**config.mk**
```make
export PLATFORM = sky130hd
export DESIGN_NAME = mma_tile_sequencer
export DESIGN_NICKNAME = d
export VERILOG_FILES = /design/src/rtl/mma_tile_sequencer.sv
export SDC_FILE = /design/constraint.sdc
export NUM_CORES = 1
export LEC_CHECK = 0
export ABC_AREA = 1
export BUFFER_PORTS_ARGS = -buffer_cell sky130_fd_sc_hd__buf_2
export CAP_MARGIN = 20
export CORE_MARGIN = 2
export CORE_UTILIZATION = 45
export DETAILED_ROUTE_END_ITERATION = 8
export PLACE_DENSITY = 0.72
export SLEW_MARGIN = 20
export SYNTH_ARGS = -nofsm -noshare
export SYNTH_HDL_FRONTEND = slang
export SYNTH_SLANG_ARGS = --single-unit
```
**constraint.sdc**
```tcl
create_clock -name clk_i -period 2.15 [get_ports clk_i]
set_input_delay 0.215 -clock clk_i [delete_from_list [all_inputs] [get_ports clk_i]]
set_output_delay 0.215 -clock clk_i [all_outputs]
set_load 0.02 [all_outputs]
```
**src/rtl/mma_tile_sequencer.sv**
```systemverilog
// Tiled GEMM job sequencer: walks an Mt x Nt x Kt tile space (k innermost),
// issues tile commands under an in-flight credit limit and retires engine results.
module mma_tile_sequencer #(
    parameter int DIM_W   = 8,
    parameter int MAX_OUT = 4,
    parameter int CNT_W   = 2*DIM_W+DIM_W
) (
    input  logic             clk_i,
    input  logic             rst_ni,
    input  logic             cfg_valid_i,
    output logic             cfg_ready_o,
    input  logic [DIM_W-1:0] cfg_mt_i,
    input  logic [DIM_W-1:0] cfg_nt_i,
    input  logic [DIM_W-1:0] cfg_kt_i,
    input  logic             cfg_halved_i,
    output logic             issue_valid_o,
    input  logic             issue_ready_i,
    output logic [DIM_W-1:0] issue_m_o,
    output logic [DIM_W-1:0] issue_n_o,
    output logic [DIM_W-1:0] issue_k_o,
    output logic             issue_first_o,
    output logic             issue_last_o,
    output logic             halved_precision_o,
    input  logic             resp_valid_i,
    output logic             resp_ready_o,
    output logic             busy_o,
    output logic             done_o,
    output logic [CNT_W-1:0] retired_o
);

    localparam int OUT_W = $clog2(MAX_OUT+1);

    typedef enum logic [1:0] {S_IDLE, S_ISSUE, S_DRAIN, S_DONE} state_t;

    state_t             state_q, state_d;
    logic [DIM_W-1:0]   mt_q, mt_d, nt_q, nt_d, kt_q, kt_d;
    logic [DIM_W-1:0]   m_q, m_d, n_q, n_d, k_q, k_d;
    logic               halved_q, halved_d;
    logic [OUT_W-1:0]   out_q, out_d;
    logic [CNT_W-1:0]   retired_q, retired_d;
    logic               issue_fire, resp_fire;
    logic               k_wrap, n_wrap, m_wrap;

    // Credit gate looks at the registered count only; a response this cycle frees
    // a slot for the next cycle, never the current one.
    assign issue_valid_o = (state_q == S_ISSUE) && (out_q < OUT_W'(MAX_OUT));
    assign resp_ready_o  = (state_q == S_ISSUE) || (state_q == S_DRAIN);
    assign busy_o        = resp_ready_o;
    assign cfg_ready_o   = (state_q == S_IDLE);
    assign done_o        = (state_q == S_DONE);

    assign issue_fire = issue_valid_o && issue_ready_i;
    assign resp_fire  = resp_valid_i && resp_ready_o;

    assign k_wrap = (k_q == kt_q - DIM_W'(1));
    assign n_wrap = (n_q == nt_q - DIM_W'(1));
    assign m_wrap = (m_q == mt_q - DIM_W'(1));

    assign issue_m_o          = m_q;
    assign issue_n_o          = n_q;
    assign issue_k_o          = k_q;
    assign issue_first_o      = (k_q == '0);
    assign issue_last_o       = k_wrap;
    assign halved_precision_o = halved_q;
    assign retired_o          = retired_q;

    always_comb begin
        state_d   = state_q;
        mt_d      = mt_q;
        nt_d      = nt_q;
        kt_d      = kt_q;
        m_d       = m_q;
        n_d       = n_q;
        k_d       = k_q;
        halved_d  = halved_q;
        out_d     = out_q;
        retired_d = retired_q;

        unique case ({issue_fire, resp_fire})
            2'b10:   out_d = out_q + OUT_W'(1);
            2'b01:   out_d = out_q - OUT_W'(1);
            default: out_d = out_q;
        endcase
        if (resp_fire) begin
            retired_d = retired_q + CNT_W'(1);
        end

        unique case (state_q)
            S_IDLE: begin
                if (cfg_valid_i) begin
                    mt_d      = cfg_mt_i;
                    nt_d      = cfg_nt_i;
                    kt_d      = cfg_kt_i;
                    halved_d  = cfg_halved_i;
                    m_d       = '0;
                    n_d       = '0;
                    k_d       = '0;
                    out_d     = '0;
                    retired_d = '0;
                    if (cfg_mt_i == '0 || cfg_nt_i == '0 || cfg_kt_i == '0) begin
                        state_d = S_DONE;
                    end else begin
                        state_d = S_ISSUE;
                    end
                end
            end
            S_ISSUE: begin
                if (issue_fire) begin
                    if (!k_wrap) begin
                        k_d = k_q + DIM_W'(1);
                    end else begin
                        k_d = '0;
                        if (!n_wrap) begin
                            n_d = n_q + DIM_W'(1);
                        end else begin
                            n_d = '0;
                            if (m_wrap) begin
                                state_d = S_DRAIN;
                            end else begin
                                m_d = m_q + DIM_W'(1);
                            end
                        end
                    end
                end
            end
            S_DRAIN: begin
                if (out_q == '0) begin
                    state_d = S_DONE;
                end
            end
            S_DONE: begin
                state_d = S_IDLE;
            end
            default: state_d = S_IDLE;
        endcase
    end

    always_ff @(posedge clk_i or negedge rst_ni) begin
        if (!rst_ni) begin
            state_q   <= S_IDLE;
            mt_q      <= '0;
            nt_q      <= '0;
            kt_q      <= '0;
            m_q       <= '0;
            n_q       <= '0;
            k_q       <= '0;
            halved_q  <= 1'b0;
            out_q     <= '0;
            retired_q <= '0;
        end else begin
            state_q   <= state_d;
            mt_q      <= mt_d;
            nt_q      <= nt_d;
            kt_q      <= kt_d;
            m_q       <= m_d;
            n_q       <= n_d;
            k_q       <= k_d;
            halved_q  <= halved_d;
            out_q     <= out_d;
            retired_q <= retired_d;
        end
    end

endmodule
```
==> flow_summary.yaml <==
synth:
  ys_seq_area_share_pct: 41.23
  synth_area_leader_cell: "dfrtp_1"
  synth_edf_count: 0
  ys.warnings.count: 0
  ys_ff_latch: 78
  synth_commonest_cells: "189 x nand2_1, 81 x nor2_1, 78 x dfrtp_1"
  synth_area_per_cell_um2: 7.363
  synthCells: 643
  synth_area_um2: 4735
  ys.flop_type: "dfrtp_1"
  async_reset_ff_share_pct: 100.0
  yosysMostFrequentCell: "nand2_1"
  ys_types: 35
  synth.area.top_cells: "dfrtp_1 41%, nand2_1 15%, nor2_1 6.4%"
  syn_nets: 687
  netlist.area_leader.share_pct: 41.23
global_routing:
  grt_pass1_wl_um: 20890
  grtUsageTotal_pct: 22.78
  grt_max_degree: 36
  antenna_found_initial: 0
  grt_pass1_vias: 4515
  grt_overflow: 0
final_layout:
  finalInstanceArea_um2: 6011
  final_nets: 807
  area_growth_pct: 26.96
  seq_area_um2: 1952
  layout.cells.non_filler: 904
  multiInputGateArea_um2: 2673
  nFillCells: 948
  drive_above_1_share_pct: 25.78
  num_antenna_cells: 0
detailed_routing:
  drtIter0Drc: 278
  met1_length_um: 5397
  routedWlPerCell_um: 13.79
  wl_met3_um: 672
  dr.pass1.iters: 6
  route.met2.wl_um: 6133
  post_drt_via_cell_ratio: 5.088
  postRouteAntennaNets: 0
  finalWirelength_um: 12470
  top_layer: "met4"
  drc: 0
  vias: 4600
power_and_ir_drop:
  peakVddDrop_mv: 0.6318
  powerDensity_nw_per_um2: 1215
  p_leak_nw: 3.108
timing:
  slew_viol_final: 0
  min_period_over_period_pct: 97.90
  rsz0062_at_grt: "yes"
  hold_viol_final: 0
  max_slew_margin_pct: 64.47
  worst_pin_slew_ps: 528.1
  fin_skew_ps: 11.59
  finalCriticalPeriod_ps: 2105
  fmax_ghz: 0.4751
  finalHoldWorstSlack_ps: 48.71
  finalSetupViolations: 0
worst_setup_path:
  critPathKind: "reg -> out"
  timing.critical_path.to_type: "output port"
  slowest_delay_ps: 430
  worstPathMaxFanout: 4
  critPathLaunchType: "register"
  crit_slowest_cell: "dfrtp_1"
  cp_cell_sequence: "inv_1 -> nand3_1 -> nor2_1 -> nand2_1 -> nand3_1 -> nand2_1 -> nor2_2 -> nand2_2 -> inv_2 -> buf_6"
  required_ps: 1930
  critPathArrivalTime_ps: 1890
place:
  port_buffers: 85
  hpwl_um: 9204
  placed_area_um2: 5456
  dpl.cell_count: 873
  place_congestion: 0.9468
floorplan:
  io_pins: 86
  start_util_pct: 46.07
  rows: 37
  die_h_um: 106.6
  coreArea_um2: 10280
  die_x_um: 106.6
  dieArea_um2: 11360
clocking:
  cts_num_sinks: 78
  cts_buffer_depth: 2
  cts_buffers: 9
  clock_tree.root_cell: "clkbuf_8"
  clk_latency_ps: 360
  clkTransAtPathRegs_ps: 80
  cts_max_level: 3
  tritoncts: "done"
status:
  status: "finished, final reports clean"
run:
  drv_cap: 0
min_path:
  hold_class: "in -> reg"
[layout by cell type (no fill, tap or decap), types with 13 or more instances in the layout]
cell type	count
buf_2	83
o21ai_0	40
nand3_1	37
inv_2	13
dfrtp_1	78
xor2_1	22
nor2_1	71
nand2_1	174
inv_1	59
buf_4	34
xnor2_1	16
[state kept, by name (all words and copies together), names as in the netlist]
name	flops
retired_o	24
halved_precision_o	1
issue_m_o	8
issue_k_o	8
mt_q	8
issue_n_o	8
state_q	2
out_q	3
kt_q	8
nt_q	8
[layout make-up]
cell class	instances	share of cell area [%]
multi-input combinational	481	44.46
clock inverter	5	1.353
clock buffer	11	2.352
timing repair buffer	121	12.03
tap	136	2.831
inverter	72	4.496
sequential	78	32.47
[cells by family after synthesis]
logic type	Yosys count	synth area share (%)
and+or+nand+nor	366	33.48
buffers and inverters	84	6.844
DFF	78	41.23
AOI/OAI and AO/OA	61	6.897
xor gates and xnor gates	40	7.690
adders and majority gates	14	3.858
[final timing paths]
check	from	end	slack, ps	depth (start not counted)
worst max-delay path	kt_q[2]	issue_last_o	50	10
worst max register to register	state_q[1]	retired_o[21]	110	13
max in group asynchronous	rst_ni	issue_m_o[3]	1100	3
min in group asynchronous	rst_ni	nt_q[5]	360	2
worst min-delay path	cfg_halved_i	halved_precision_o	50	3
worst min register to register	halved_precision_o	halved_precision_o	490	2
[worst max-delay path, delay by kind of cell (launching register included)]
| kind | cells | cell delay [ps] |
|---|---|---|
| simple gates | 7 | 760 |
| buf+inv | 3 | 360 |
| flops | 1 | 430 |
[power by group]
group / leakage (nW) / internal (W) / switching, W
registers: 1.03 / 0.00182 / 0.000367
clock network: 0.110 / 0.000688 / 0.000556
logic: 1.96 / 0.00153 / 0.00234
total: 3.11 / 0.00404 / 0.00326
[through the flow]
stage               util (%)  total power, W  worst slack [ps]  setup TNS, ps
floorplan                  -        0.004537            -49.51         -92.36
global placement       53.09        0.005376             43.83              0
detailed placement     53.09        0.005489            -66.91         -66.91
CTS                    55.77        0.006816            -1.869         -1.869
global route           58.49        0.007921            -119.0         -587.3
finish                 58.49        0.007301             45.24              0
[routing by layer]
layer,global-route usage (%),up-vias
met1,29.01,2145
met5,0,-
met3,4.802,26
met2,38.54,129
met4,7.792,0
li1,-,2300
[timing repair]
item | CTS | global route
pin swaps | 5 | 23
resized for setup | 12 | 51
endpoints found under the hold margin | 33 | 0
setup buffers | 0 | 15
hold buffers | 1 | 0
endpoints found under the setup margin | 4 | 35
Note: power is estimated with default switching activity, not from simulation.
